$ cat src/rtl/dmem_access_ctrl.sv
// MEM-stage load/store controller: frames one BRAM access per request,
// builds store lanes, extracts and extends load data, stalls the pipe.
module dmem_access_ctrl #(
    parameter int TIMEOUT_CYCLES = 15
) (
    input  logic        clk,
    input  logic        rst,
    input  logic        req_valid,
    input  logic        req_we,
    input  logic [1:0]  req_size,
    input  logic        req_unsigned,
    input  logic [31:0] req_addr,
    input  logic [31:0] req_wdata,
    output logic        stall,
    output logic        resp_valid,
    output logic [31:0] resp_rdata,
    output logic        misalign,
    output logic        timeout_err,
    output logic        mem_ce,
    output logic        mem_we,
    output logic [31:0] mem_addr,
    output logic [31:0] mem_wdata,
    output logic [3:0]  mem_byte_sel,
    input  logic [31:0] mem_rd_data,
    input  logic        mem_ready
);

    localparam int CW = $clog2(TIMEOUT_CYCLES + 1);

    typedef enum logic [1:0] {
        IDLE,
        ACCESS,
        RELEASE
    } state_t;

    state_t        state;
    state_t        state_nx;
    logic [CW-1:0] cnt;
    logic [1:0]    size_q;
    logic          uns_q;
    logic          req_valid_q;

    logic          accept;
    logic          done_ok;
    logic          done_to;
    logic [3:0]    bsel_nx;
    logic [31:0]   wdata_nx;
    logic [4:0]    shamt;
    logic [31:0]   shifted;
    logic [31:0]   load_data;

    always_comb begin
        misalign = 1'b0;
        if (req_valid) begin
            unique case (req_size)
                2'b00:   misalign = 1'b0;
                2'b01:   misalign = req_addr[0];
                2'b10:   misalign = |req_addr[1:0];
                default: misalign = 1'b1;
            endcase
        end
    end

    assign accept     = (state == IDLE) & req_valid & ~misalign;
    assign stall      = req_valid & ~misalign & (state != RELEASE);
    assign resp_valid = (state == RELEASE);
    assign done_ok    = (state == ACCESS) & mem_ready;
    assign done_to    = (state == ACCESS) & ~mem_ready
                      & (cnt == CW'(TIMEOUT_CYCLES - 1));

    always_comb begin
        state_nx = state;
        unique case (state)
            IDLE:    if (accept) state_nx = ACCESS;
            ACCESS:  if (done_ok | done_to) state_nx = RELEASE;
            RELEASE: state_nx = IDLE;
            default: state_nx = IDLE;
        endcase
    end

    always_comb begin
        bsel_nx  = 4'b1111;
        wdata_nx = req_wdata;
        unique case (req_size)
            2'b00: begin
                bsel_nx  = 4'b0001 << req_addr[1:0];
                wdata_nx = {4{req_wdata[7:0]}};
            end
            2'b01: begin
                bsel_nx  = req_addr[1] ? 4'b1100 : 4'b0011;
                wdata_nx = {2{req_wdata[15:0]}};
            end
            default: begin
                bsel_nx  = 4'b1111;
                wdata_nx = req_wdata;
            end
        endcase
    end

    assign shamt   = {mem_addr[1:0], 3'b000};
    assign shifted = mem_rd_data >> shamt;

    always_comb begin
        load_data = shifted;
        unique case (size_q)
            2'b00: load_data = uns_q ? {24'd0, shifted[7:0]}
                                     : {{24{shifted[7]}}, shifted[7:0]};
            2'b01: load_data = uns_q ? {16'd0, shifted[15:0]}
                                     : {{16{shifted[15]}}, shifted[15:0]};
            default: load_data = shifted;
        endcase
    end

    always_ff @(posedge clk or negedge rst) begin
        if (!rst) begin
            state <= IDLE;
        end else begin
            state <= state_nx;
        end
    end

    always_ff @(posedge clk or negedge rst) begin
        if (!rst) begin
            cnt          <= '0;
            size_q       <= 2'b00;
            uns_q        <= 1'b0;
            req_valid_q  <= 1'b0;
            resp_rdata   <= 32'd0;
            timeout_err  <= 1'b0;
            mem_ce       <= 1'b0;
            mem_we       <= 1'b0;
            mem_addr     <= 32'd0;
            mem_wdata    <= 32'd0;
            mem_byte_sel <= 4'b0000;
        end else begin
            req_valid_q <= req_valid;
            // the pipeline must hold its request for the whole access
            if (state == ACCESS) begin
                assert (req_valid == req_valid_q);
            end
            if (state == RELEASE) begin
                timeout_err <= 1'b0;
            end
            if (accept) begin
                cnt          <= '0;
                size_q       <= req_size;
                uns_q        <= req_unsigned;
                mem_ce       <= 1'b1;
                mem_we       <= req_we;
                mem_addr     <= req_addr;
                mem_wdata    <= wdata_nx;
                mem_byte_sel <= req_we ? bsel_nx : 4'b0000;
            end else if (done_ok | done_to) begin
                resp_rdata   <= (done_ok & ~mem_we) ? load_data : 32'd0;
                timeout_err  <= done_to;
                mem_ce       <= 1'b0;
                mem_we       <= 1'b0;
                mem_byte_sel <= 4'b0000;
            end else if (state == ACCESS) begin
                cnt <= cnt + 1'b1;
            end
        end
    end

endmodule
$ cat config.mk
export PLATFORM = sky130hd
export DESIGN_NAME = dmem_access_ctrl
export DESIGN_NICKNAME = d
export VERILOG_FILES = /design/src/rtl/dmem_access_ctrl.sv
export SDC_FILE = /design/constraint.sdc
export NUM_CORES = 1
export LEC_CHECK = 0
export BUFFER_PORTS_ARGS = -buffer_cell sky130_fd_sc_hd__buf_2
export CAP_MARGIN = 20
export CORE_MARGIN = 2
export CORE_UTILIZATION = 52
export DETAILED_ROUTE_END_ITERATION = 6
export PLACE_DENSITY = 0.89
export SYNTH_ARGS = -nofsm -noshare
export SYNTH_HDL_FRONTEND = slang
export SYNTH_SLANG_ARGS = --single-unit
$ cat constraint.sdc
create_clock -name clk -period 4.4 [get_ports clk]
set_clock_uncertainty 0.2 [all_clocks]
set_input_delay 0.22 -clock clk [delete_from_list [all_inputs] [get_ports clk]]
set_output_delay 0.22 -clock clk [all_outputs]
set_load 0.005 [all_outputs]
# After elaboration in Yosys (flattened, before gate mapping)
# Cells that the tools add are included.
[word_totals]
inputBits = 104
elab_cells = 70
reg_bits = 112
out_inout_bits = 106
[classes]
mux = 24
bitwise_logic = 13
reduce_logical = 9
shift = 2
eq_ne = 10
addsub = 1
[ops]
columns = ["cell", "count"]
rows = [
  ["32-bit case mux with 2 select lines", 2],
  ["32-bit two-way mux", 3],
  ["32-bit by 5-bit >> shifter with 32-bit output", 1],
  ["4-bit two-way mux", 7],
  ["1-bit AND", 8],
  ["4-bit case mux with 2 select lines", 1],
  ["1-bit two-way mux", 7],
  ["2-bit by 1-bit equality test with 1-bit output (second input constant)", 3],
  ["2-bit zero test", 3],
  ["2-bit != test (second input constant)", 3],
  ["2-bit AND reduction", 3],
  ["4-bit by 1-bit adder with 4-bit output (second input constant)", 1],
  ["2-bit equality test (second input constant)", 2],
  ["4-bit equality test (second input constant)", 1],
  ["2-bit two-way mux", 2],
  ["1-bit NOT", 4],
  ["2-bit case mux with 2 select lines", 1],
  ["2-bit nonzero test", 2],
  ["1-bit by 2-bit left shift with 4-bit output (first input constant)", 1],
  ["1-bit case mux with 3 select lines", 1],
  ["2-bit by 1-bit != test with 1-bit output (second input constant)", 1],
  ["2-bit OR reduction", 1],
  ["1-bit bitwise OR", 1],
]

# Logic depth before layout (Yosys ltp)
[depth]
word_depth = 7
ltp_mapped = 8
mapped_depth_nobuf = 6

# Worst setup path after synthesis
# Ideal clock, no wire load.
[synth_timing]
path_type = "register -> register"
from = "reg mem_addr[1]"
to = "reg resp_rdata[21]"
n_path_buf = 2
setup_ns = 0.126
setup_slack_ns = 2.443
stages_incl_launch_ff = 7
t_arrival_ns = 1.631
t_required_ns = 4.074
period_less_slack_ns = 1.957
path_cell_list = "dfrtp_1 -> buf_6 -> mux2_4 -> a222oi_1 -> nor4_2 -> buf_6 -> a221o_1"
[synth_via]
elab_chain_cells = 4
word_cells_on_any_way = 5
classes_between = "shift: 1; mux: 4"
[synth_lines]
columns = ["element", "line_no", "text"]
rows = [
  ["start: declaration", "21", "output logic [31:0] mem_addr,"],
  ["start signal: assignment", "150", "mem_addr <= req_addr;"],
  ["32-bit by 5-bit >> shifter with 32-bit output (*)", "101", "assign shifted = mem_rd_data >> shamt;"],
  ["32-bit two-way mux (on tied branches)", "108, 106", ""],
  ["32-bit case mux with 2 select lines (*)", "105", "unique case (size_q)"],
  ["32-bit two-way mux (*)", "154", "resp_rdata <= (done_ok & ~mem_we) ? load_data : 32'd0;"],
  ["end signal: assignment", "154", ""],
  ["end: declaration", "16", "output logic [31:0] resp_rdata,"],
]
# Every way passes the cells marked *; elsewhere a longest branch is shown, timed or not.
# A chain may end at the register's enable or synchronous reset.

# Final worst setup path
[layout_timing]
from = "reg state[1]"
to = "reg resp_rdata[24]"
[layout_via]
elab_chain_cells = 5
word_cells_on_any_way = 12
classes_between = "eq/ne: 1; mux: 1; bitwise: 8; reduce/logical: 2"
[layout_lines]
columns = ["element", "line_no", "text"]
rows = [
  ["start: declaration", "36", "state_t state;"],
  ["start signal: assignment", "118", "state <= state_nx;"],
  ["2-bit by 1-bit equality test with 1-bit output or 2-bit zero test (tied branches)", "67, 68, 64", ""],
  ["1-bit AND (on tied branches)", "68, 64", ""],
  ["1-bit AND (on tied branches)", "69, 64", ""],
  ["1-bit bitwise OR or 1-bit NOT (tied branches)", "-", ""],
  ["2-bit AND reduction (no source line)", "-", ""],
]
# Parallel ways exist; a longest one is shown, timed or not.

==> impl_metrics.json <==
{
  "grt_antenna_before_repair": 0,
  "synth_fp_nets": 567,
  "total_power_mw": 3.53,
  "clockBufferDepth": 2,
  "status": "complete, no violations",
  "synth-seq-cells": 112,
  "power.density_mw_per_mm2": 486,
  "hpwl_mm": 10.3,
  "final_max_slew_viol_count": 0,
  "start_util": 0.533,
  "gp_congestion": 0.871,
  "setup_viol": 0,
  "critPathKind": "register to register",
  "grt_pass1_wl_mm": 26.1,
  "combPwrFrac": 0.353,
  "drt_wl_total_mm": 16.5,
  "synth-seq-area-share": 0.540,
  "grt_usage": 0.306,
  "clock_power_share": 0.188,
  "critPathArrivalTime_ns": 2.49,
  "min_period_over_period": 0.538,
  "insertedDiodeCount": 0,
  "drt_iter0_markers": 298,
  "grt_start_max_net_pins": 69,
  "final_nets": 837,
  "fin_tns_setup_ns": 0,
  "fin_util": 0.747,
  "path_max_fanout": 18,
  "drtPass1Iterations": 5,
  "seqPwrFrac": 0.458,
  "ys_types": 39,
  "met1Wirelength_mm": 6.29,
  "syn_to_final_growth_pct": 40.0,
  "tightest_slew_ns": 0.818,
  "ir_drop_uv": 257,
  "coreArea_mm2": 0.00973,
  "clk_pin_slew_ns": 0.11,
  "via_per_inst": 5.62,
  "clock_latency_ns": 0.39,
  "routed.top_layer": "met4",
  "crit_path_top_delay_cell": "nor3b_2",
  "dp.cells": 778,
  "cp_data_required_time_ns": 4.53,
  "ant_nets": 0,
  "regToRegSetupSlack_ns": 2.03,
  "drive_above_1_share": 0.397,
  "drc_errors": 0,
  "syn_inst": 461,
  "wl_met2_mm": 8.23,
  "ios": 210,
  "avgRoutedWirePerCell_um": 19.0,
  "cts.sinks": 112,
  "p_sw_mw": 1.22,
  "syn_area_per_cell_um2": 11.3,
  "synth_edf_count": 0,
  "final_common_cell": "buf_2",
  "die_w_um": 104,
  "htreeDepth": 3,
  "die_y_um": 104,
  "io_buffers": 209,
  "vias": 4883,
  "ys.warnings.count": 0,
  "relSlewSlack": 0.455,
  "cts-root-buf": "clkbuf_8",
  "grt_pass1_vias": 5080,
  "endpoint_kind": "register",
  "grt.overflow.total": 0,
  "maxCapViolations": 0,
  "cpPeakStageDelay_ns": 0.61,
  "hold_ws_ns": 0.0123,
  "cp_cell_sequence": "nand4bb_1, buf_4, nor3b_2, and2b_1, a221o_1",
  "synth_ff_type": "dfrtp_1",
  "max_freq_mhz": 423,
  "syn-cell-area_mm2": 0.00519,
  "numCtsBuffers": 9,
  "dieArea_mm2": 0.0108,
  "min_path_type": "input port to register",
  "met3_wirelength_mm": 1.43,
  "power.internal_mw": 2.31,
  "synth-async-reset-ratio": 1.00,
  "worst_setup_path_start_kind": "register",
  "layout_min_cycle_time_ns": 2.37,
  "hold_viol": 0,
  "finalNonFillerCells": 869,
  "num_rows": 36,
  "cts_tree": "yes",
  "switching_share": 0.346,
  "rsz0062_at_grt": "false",
  "power.leakage_nw": 3.65,
  "layout_common_cells": "buf_2 (208), dfrtp_1 (112), dlygate4sd3_1 (75), o21ai_0 (59), mux2_2 (51)"
}
## path summary, 6_finish.rpt
| path | startpoint | to | cells past startpoint |
|---|---|---|---|
| max | state[1] | resp_rdata[24] | 5 |
| min in group asynchronous | rst | resp_rdata[14] | 2 |
| max reg2reg | state[1] | resp_rdata[24] | 5 |
| min | req_wdata[30] | mem_wdata[30] | 3 |
| max in group asynchronous | rst | uns_q | 3 |
| min reg2reg | mem_ce | mem_ce | 2 |
## metal layers
layer / vias up / GRT usage
li1: 2172 / -
met1: 2368 / 0.365
met2: 294 / 0.524
met3: 49 / 0.0852
met4: 0 / 0.125
met5: - / 0
## registers in the layout, indices dropped and copies added, names as in the netlist
| register | cells |
|---|---|
| timeout_err | 1 |
| mem_wdata | 32 |
| size_q | 2 |
| mem_addr | 32 |
| mem_we | 1 |
| cnt | 4 |
| state | 2 |
| uns_q | 1 |
| mem_byte_sel | 4 |
| mem_ce | 1 |
| resp_rdata | 32 |
## through the flow
stage | setup WS [ns] | cell area (um^2)
after detailed placement | 1.97 | 6300
after global placement | 2.05 | 6300
final | 2.03 | 7260
after global routing | 1.94 | 7260
after CTS | 2.06 | 7260
after floorplan | 2.44 | 5190
## worst max-delay path, delay by kind of cell, from the launching register on
kind	cells	cell delay, ns
buffers and inverters	1	0.21
AOI/OAI and AO/OA	1	0.21
DFF	1	0.47
and+or+nand+nor	3	1.21
## cells in the mapped netlist, types with 2 or more instances
cell type    n  area share
nand2_1     46       0.033
a21oi_1     26       0.025
buf_4        2      0.0029
nor3b_2      2      0.0048
nor3_1       2      0.0019
nand3_1      8      0.0077
clkbuf_1    14       0.010
ha_1         2      0.0048
dfrtp_1    112        0.54
nor2_1      25       0.018
buf_2       13       0.013
xor2_1       3      0.0051
mux2i_1     39       0.075
nand3b_1     7       0.010
inv_1        6      0.0043
or2_2        2      0.0024
buf_1        2      0.0014
o211ai_1     2      0.0029
mux2_2      51        0.11
a221o_1     16       0.031
nor2b_1      4      0.0048
buf_6        2      0.0043
o21ai_0     59       0.057
## power groups by stage
stage	clock network [mW]	registers [mW]	logic [mW]
5_1_grt	0.715	1.66	1.35
2_1_floorplan	0	1.60	0.595
4_1_cts	0.666	1.59	1.21
3_3_place_gp	0	1.59	1.11
3_5_place_dp	0	1.62	1.16
6_report	0.664	1.62	1.25
## repair_timing
action | CTS | global route
buffers inserted | 0 | 0
setup endpoints to repair | 0 | 0
endpoints found under the hold margin | 140 | 0
hold buffers | 75 | 0
resized for setup | 0 | 0
## logic make-up after synthesis
group	Yosys count	share of synthesized area
buf+inv	39	0.0357
mux	93	0.195
flops	112	0.540
xor+xnor	4	0.00675
simple gates	104	0.0955
compound gates	107	0.122
fa+ha+maj	2	0.00482
## final cells by class
cell class                      count  area [um^2]
Inverter                            6         22.5
Fill cell                         613         2470
Sequential cell                   112         2800
Clock inverter                      6         73.8
Multi-Input combinational cell    310         2200
Tap cell                          133          166
Timing Repair Buffer              292         1860
Clock buffer                       10          138
No activity file was read; power rests on OpenSTA's default activity.
